### src/rtl/time_counter.sv
// Alarm clock timekeeper: seconds prescaler, BCD HH:MM clock and alarm registers,
// set-mode editing and an edge-triggered alarm ring. All outputs come straight from flops.
module time_counter #(
  parameter int TICKS_PER_MIN = 60
) (
  input  logic       clk,
  input  logic       rst,
  input  logic       tick,
  input  logic       set_en,
  input  logic       SW_alarm,
  input  logic       inc_min,
  input  logic       inc_hour,
  input  logic       alarm_on,
  input  logic       stop,
  output logic [3:0] clk_u_min_in,
  output logic [2:0] clk_z_min_in,
  output logic [3:0] clk_u_hour_in,
  output logic [1:0] clk_z_hour_in,
  output logic [3:0] alarm_u_min_in,
  output logic [2:0] alarm_z_min_in,
  output logic [3:0] alarm_u_hour_in,
  output logic [1:0] alarm_z_hour_in,
  output logic       alarm_ring
);

  localparam int SW = (TICKS_PER_MIN > 1) ? $clog2(TICKS_PER_MIN) : 1;
  localparam logic [SW-1:0] SEC_MAX = SW'(TICKS_PER_MIN - 1);

  typedef struct packed {
    logic [1:0] zh;
    logic [3:0] uh;
    logic [2:0] zm;
    logic [3:0] um;
  } hhmm_t;

  function automatic hhmm_t adv_hour(input hhmm_t t);
    hhmm_t n;
    n = t;
    if (t.zh == 2'd2 && t.uh >= 4'd3) begin
      n.zh = 2'd0;
      n.uh = 4'd0;
    end else if (t.uh >= 4'd9) begin
      n.uh = 4'd0;
      n.zh = t.zh + 2'd1;
    end else begin
      n.uh = t.uh + 4'd1;
    end
    return n;
  endfunction

  // carry_en=0 is the set-mode edit: minutes wrap 59->00 without touching the hour
  function automatic hhmm_t adv_min(input hhmm_t t, input logic carry_en);
    hhmm_t n;
    n = t;
    if (t.um >= 4'd9) begin
      n.um = 4'd0;
      if (t.zm >= 3'd5) begin
        n.zm = 3'd0;
        if (carry_en) n = adv_hour(n);
      end else begin
        n.zm = t.zm + 3'd1;
      end
    end else begin
      n.um = t.um + 4'd1;
    end
    return n;
  endfunction

  hhmm_t         r_clk, r_alm, w_clk_nxt, w_alm_nxt;
  logic [SW-1:0] r_sec, w_sec_nxt;
  logic          r_match_q, r_ring, w_ring_nxt;
  logic          w_match, w_ring_set, w_ring_clr;

  always_comb begin
    w_clk_nxt = r_clk;
    w_alm_nxt = r_alm;
    w_sec_nxt = r_sec;
    if (set_en) begin
      w_sec_nxt = '0;
      if (SW_alarm) begin
        if (inc_min)  w_alm_nxt = adv_min(w_alm_nxt, 1'b0);
        if (inc_hour) w_alm_nxt = adv_hour(w_alm_nxt);
      end else begin
        if (inc_min)  w_clk_nxt = adv_min(w_clk_nxt, 1'b0);
        if (inc_hour) w_clk_nxt = adv_hour(w_clk_nxt);
      end
    end else if (tick) begin
      if (r_sec == SEC_MAX) begin
        w_sec_nxt = '0;
        w_clk_nxt = adv_min(r_clk, 1'b1);
      end else begin
        w_sec_nxt = r_sec + 1'b1;
      end
    end
  end

  // Ring only on the rising edge of match, so re-arming after stop needs a new minute.
  assign w_match    = (r_clk == r_alm);
  assign w_ring_set = w_match & ~r_match_q & ~set_en & alarm_on;
  assign w_ring_clr = stop | ~alarm_on | set_en | ~w_match;

  always_comb begin
    w_ring_nxt = r_ring;
    if (w_ring_clr)      w_ring_nxt = 1'b0;
    else if (w_ring_set) w_ring_nxt = 1'b1;
  end

  always_ff @(posedge clk or negedge rst) begin
    if (!rst) begin
      r_clk     <= '0;
      r_alm     <= '0;
      r_sec     <= '0;
      r_match_q <= 1'b1;
      r_ring    <= 1'b0;
    end else begin
      r_clk     <= w_clk_nxt;
      r_alm     <= w_alm_nxt;
      r_sec     <= w_sec_nxt;
      r_match_q <= w_match;
      r_ring    <= w_ring_nxt;
    end
  end

  assign clk_u_min_in    = r_clk.um;
  assign clk_z_min_in    = r_clk.zm;
  assign clk_u_hour_in   = r_clk.uh;
  assign clk_z_hour_in   = r_clk.zh;
  assign alarm_u_min_in  = r_alm.um;
  assign alarm_z_min_in  = r_alm.zm;
  assign alarm_u_hour_in = r_alm.uh;
  assign alarm_z_hour_in = r_alm.zh;
  assign alarm_ring      = r_ring;

endmodule

### config.mk
export PLATFORM = sky130hd
export DESIGN_NAME = time_counter
export DESIGN_NICKNAME = d
export VERILOG_FILES = /design/src/rtl/time_counter.sv
export SDC_FILE = /design/constraint.sdc
export NUM_CORES = 1
export LEC_CHECK = 0
export BUFFER_PORTS_ARGS = -buffer_cell sky130_fd_sc_hd__buf_4
export CAP_MARGIN = 10
export CORE_AREA = 2 2 64 60
export CTS_BUF_LIST = sky130_fd_sc_hd__clkbuf_16
export CTS_CLUSTER_DIAMETER = 60
export DETAILED_ROUTE_END_ITERATION = 6
export DIE_AREA = 0 0 66 62
export GPL_TIMING_DRIVEN = 0
export PLACE_DENSITY_LB_ADDON = 0.15
export SYNTH_ARGS = -nofsm -noshare
export SYNTH_HDL_FRONTEND = slang
export SYNTH_SLANG_ARGS = --single-unit
export TNS_END_PERCENT = 10
### constraint.sdc
create_clock -name clk -period 5.8 [get_ports clk]
set_input_delay 0.87 -clock clk [delete_from_list [all_inputs] [get_ports clk]]
set_output_delay 0.87 -clock clk [all_outputs]
set_load 0.03 [all_outputs]
Word-level counts from Yosys, hierarchy flattened

Index checks and enable logic that the tools add are counted.

Input bits: 9
Logic and storage cells: 96
Output and inout bits: 27
Bits in registers: 34

Bitwise operators: 10
Reductions and logical operators: 14
Eq/ne operators: 6
$lt $le $gt $ge: 10
Muxes and demuxes: 34
$add $sub $neg: 11

Operators with widths:

| operator            | count |
|---|---|
| $mux 13             | 10 |
| $mux 6              | 7 |
| $add 4x1->4 const B | 5 |
| $ge 4x4->1 const B  | 5 |
| $mux 4              | 5 |
| $mux 7              | 2 |
| $eq 13x13->1        | 1 |
| $ge 4x2->1 const B  | 3 |
| $mux 3              | 4 |
| $reduce_bool 2->1   | 5 |
| $mux 9              | 1 |
| $add 2x1->2 const B | 3 |
| $add 3x1->3 const B | 2 |
| $add 6x1->6 const B | 1 |
| $eq 2x2->1 const B  | 3 |
| $eq 6x6->1 const B  | 1 |
| $ge 3x3->1 const B  | 2 |
| $mux 2              | 3 |
| $reduce_and 6->1    | 1 |
| $reduce_and 5->1    | 1 |
| $not 1->1           | 4 |
| $reduce_and 4->1    | 1 |
| $and 1x1->1         | 3 |
| $logic_and 1x1->1   | 3 |
| other kinds (6)     | 9 |

Depth between registers and ports, before layout

Depth in word-level cells: 12
Mapped depth: 7
Depth with buffers taken out: 7

Worst setup path before layout

OpenSTA, ideal clock, no wires.

Kind: flip-flop to flip-flop
Start point: reg r_clk (netlist bit clk_u_min_in[1])
End point: reg r_clk (netlist bit clk_z_hour_in[0])
Data required time: 5.675 ns
Setup time: 0.125 ns
Setup slack: 3.732 ns
Period minus slack after synthesis: 2.068 ns
Buffers on the path: 0
Data arrival time: 1.943 ns
Stages on the path, launching flop included: 7
Cell sequence: dfrtp_1 > inv_1 > ha_1 > o31a_2 > a41o_2 > nand2_1 > mux2_2

Longest elaborated chain between the ends: 3

Ends and longest elaborated chain:

| what                               | line | text |
|---|---|---|
| start, declared                    | 69   | `hhmm_t r_clk, r_alm, w_clk_nxt, w_alm_nxt;` |
| start signal, assigned             | 116  | `r_clk <= w_clk_nxt;` |
| $ge 4x4->1                         | 55   | `if (t.um >= 4'd9) begin` |
| $reduce_bool 2->1 (no source line) | -    |  |
| $reduce_and 6->1 (no source line)  | -    |  |

Every way passes these cells.
A chain may end at the register's enable or synchronous reset.

Worst setup path in the final report

Ends and elaborated chain as after synthesis.

==> results.txt <==
----------------------------------------------------
[Detailed routing]
  WL final ... roughly 4.2 mm
  Post-detailed-route count of antenna-violating nets ... 0
  Post-route DRC ... 0
  First-pass detailed-route iteration total ... 4
  First DRT Iteration DRCs ... 112
  Per-cell via count in the routed design ... approximately 5.5
  Post-DR wirelength/cell ... between 10 and 15 um
  Via count ... 1630

[Die]
  Die Span X ... around 66 um
  Die Span Y ... slightly above 60 um
  DIE AREA ... 4090 um2
  Count of pins on the block boundary ... 36
  Starting utilization of the core area ... between 50% and 60%
  Core footprint ... roughly 3500 um2
  Row count ... 21

[Synth]
  Compound-Gate Fraction of Synth Area ... 14.0%
  Dominant combinational cell family by area after synthesis ... simple AND/OR/NAND/NOR gates
  Post-synthesis mux area share ... approximately 2.7%
  Post-synthesis share of cell area spent on and, or, nand and nor gates ... roughly a fifth
  Unique masters post-synth ... 41
  Adder-cell share of the synthesized area ... about a tenth
  Most instantiated flip-flop cell in the synthesis netlist ... sky130_fd_sc_hd__dfrtp_1
  Top cells by area in the synthesized netlist ... sky130_fd_sc_hd__dfrtp_1, sky130_fd_sc_hd__ha_1, sky130_fd_sc_hd__o21ai_0
  Leading post-synthesis cells by instance count ... sky130_fd_sc_hd__dfrtp_1, sky130_fd_sc_hd__o21ai_0, sky130_fd_sc_hd__ha_1, sky130_fd_sc_hd__nor2_1, sky130_fd_sc_hd__nand2_1
  Number of synthesized register bits ... 34
  Yosys warns ... 0
  Post-synth EDFFs ... 0
  Cells after synthesis ... 209
  Average size of a mapped cell ... around 9.6 um2
  Leading area contributor after synthesis ... sky130_fd_sc_hd__dfrtp_1
  Share of synthesized area occupied by flip-flops and latches ... about 42%
  Share of flip-flops with an asynchronous set or reset ... 100%
  Area fraction of the dominant cell type after synthesis ... approximately two fifths
  Most numerous cell in the Yosys netlist ... sky130_fd_sc_hd__dfrtp_1
  Post-synth net total ... 235
  Combined area of all synthesized cells ... 2010 um2
  Synthesized-area fraction occupied by xor and xnor cells ... 6.55%

[Clock tree]
  Clock Tree Root ... sky130_fd_sc_hd__clkbuf_16
  Clk slew on worst S/H paths ... 0.05 ns
  Number of gates resized after cts ... 0
  Hold-fix buffer count after cts ... 0
  Clk Latency, worst-skew pair ... ~0.27 ns
  H-Tree Level Count ... 2
  Clock tree sinks ... 34
  Number of buffers between clock root and the deepest sink ... 2
  CTS tree ... built
  Post-CTS setup buffers ... 0
  Number of buffers added by the clock tree synthesis step ... 5

[Setup path]
  Data required time at the worst endpoint ... around 6 ns
  Critical path type ... reg2reg
  Crit path launch type ... register
  Crit path capture type ... register
  Arr. time, crit path ... 2.17 ns
  Maximum fanout count along the critical path ... 9

[STA]
  Highest clock rate ... 498 MHz
  Final hold vios ... 0
  RSZ-0062 raised after global routing ... no
  Worst Tran Pin Value ... ~0.76 ns
  Setup clock skew after layout ... approximately 0.0031 ns
  Max Transition Viols Final ... 0
  Final clock period utilization by the worst path ... between 30 and 40%
  Post-route minimum period ... between 2 and 2.5 ns
  Setup violations, final ... 0
  Worst-case headroom to the max-slew limit ... 48.7%
  Setup TNS after final layout ... 0 ns

[Global routing]
  Total track usage ... 23.4%
  GRT overflow ... 0
  Antenna violations before repair ... 0
  Pin count of the biggest net entering global routing ... 35
  Global-route wire length before repair ... 7.06 mm
  Vias in the first global route ... 1528

[Worst hold path]
  Kind of path behind the tightest hold check ... in2async

[Power and ir drop]
  Peak ir drop on the vdd network ... 360 uV
  Leakage power ... between 1 and 1.5 nW
  Power density normalized to cell area ... around 530 nW/um2
  Total Power ... between 1 and 1.5 mW

[Final layout]
  Number of nets in the final layout ... between 200 and 300
  Number of diodes ... 0
  Layout cell share with drive strength beyond 1 ... around a fifth
  Core occupancy in the finished layout ... between 70 and 80%
  Synthesis-to-layout area growth ... 22.8%

[Placement]
  Buffers added on ports ... 35
  Total half-perimeter wirelength after legalization and detailed placement ... roughly 3 mm
  Routability Congestion ... just under 0.8

[Job]
  Maximum Capacitance Violations ... 0

[Run status]
  Result of the run ... complete, no violations

----------------------------------------------------
==> power breakdown <==
group          total [mW]  leakage, nW  switching [mW]  internal [mW]
Sequential          0.462        0.438           0.144          0.318
Clock               0.245       0.0724          0.0905          0.155
Combinational       0.606        0.699           0.354          0.251
Total                1.31         1.21           0.589          0.724
==> cells by family after synthesis <==
logic type | after synthesis
simple gates | 76
compound gates | 45
flops | 34
buf+inv | 17
fa+ha+maj | 17
xor+xnor | 15
mux | 5
==> final timing paths <==
path                       slack [ns]               end  cells after the start            start
max                              3.79  clk_z_hour_in[0]                      6  clk_u_min_in[1]
min                              0.54          r_sec[3]                      1              rst
max reg2reg                      3.79  clk_z_hour_in[0]                      6  clk_u_min_in[1]
min reg2reg                      0.55          r_sec[1]                      2         r_sec[1]
max in group asynchronous        4.93         r_match_q                      1              rst
min in group clk                 0.55          r_sec[1]                      2         r_sec[1]
==> worst max-delay path, cell delays in order (launching register included) <==
cell and delay [ns]:
sky130_fd_sc_hd__dfrtp_1 0.42, sky130_fd_sc_hd__inv_1 0.10, sky130_fd_sc_hd__ha_1 0.20, sky130_fd_sc_hd__o31a_2 0.36, sky130_fd_sc_hd__a41o_2 0.34, sky130_fd_sc_hd__nand2_1 0.12
sky130_fd_sc_hd__mux2_2 0.34
==> registers in the layout (all words and copies together), names as in the netlist <==
register,flops
clk_u_hour_in,4
clk_u_min_in,4
clk_z_min_in,3
alarm_ring,1
alarm_u_min_in,4
alarm_u_hour_in,4
r_sec,6
alarm_z_hour_in,2
alarm_z_min_in,3
clk_z_hour_in,2
r_match_q,1
==> per-stage QoR <==
| step | cells | setup WS [ns] | cell area (um2) | hold slack, ns |
|---|---|---|---|---|
| after floorplan | 209 | 3.73 | 2010 | 0.505 |
| after global placement | 290 | 3.62 | 2330 | 0.537 |
| after detailed placement | 290 | 3.61 | 2330 | 0.541 |
| after CTS | 298 | 3.79 | 2460 | 0.548 |
| after global routing | 298 | 3.63 | 2460 | 0.574 |
| final | 298 | 3.79 | 2460 | 0.537 |
==> cell type report <==
type                       instances  area (um2)
timing repair buffer              35         263
sequential                        34         852
buffer                             4        16.3
fill                             290        1060
clock buffer                       5         125
inverter                          13        48.8
multi-input combinational        158        1090
tap                               46        57.6
clock inverter                     3        12.5
==> routing by layer <==
layer / wire, um / global-route usage [%]
met2: 2010 / 39.7
met5: 0 / 0
met4: 82 / 11.4
met3: 137 / 5.41
met1: 1960 / 28.9
==> layout by cell type, fill, tap and decap left out, types with 5 or more instances in the layout <==
cell,count
sky130_fd_sc_hd__buf_4,35
sky130_fd_sc_hd__dfrtp_1,33
sky130_fd_sc_hd__o21ai_0,23
sky130_fd_sc_hd__nor2_1,17
sky130_fd_sc_hd__ha_1,17
sky130_fd_sc_hd__nand2_1,15
sky130_fd_sc_hd__inv_1,14
sky130_fd_sc_hd__nand3_1,11
sky130_fd_sc_hd__xor2_1,8
sky130_fd_sc_hd__xnor2_1,7
sky130_fd_sc_hd__a21oi_1,7
sky130_fd_sc_hd__nor2b_1,6
sky130_fd_sc_hd__nor3_1,5
sky130_fd_sc_hd__clkbuf_16,5
Power figures use the tool's default switching activity.
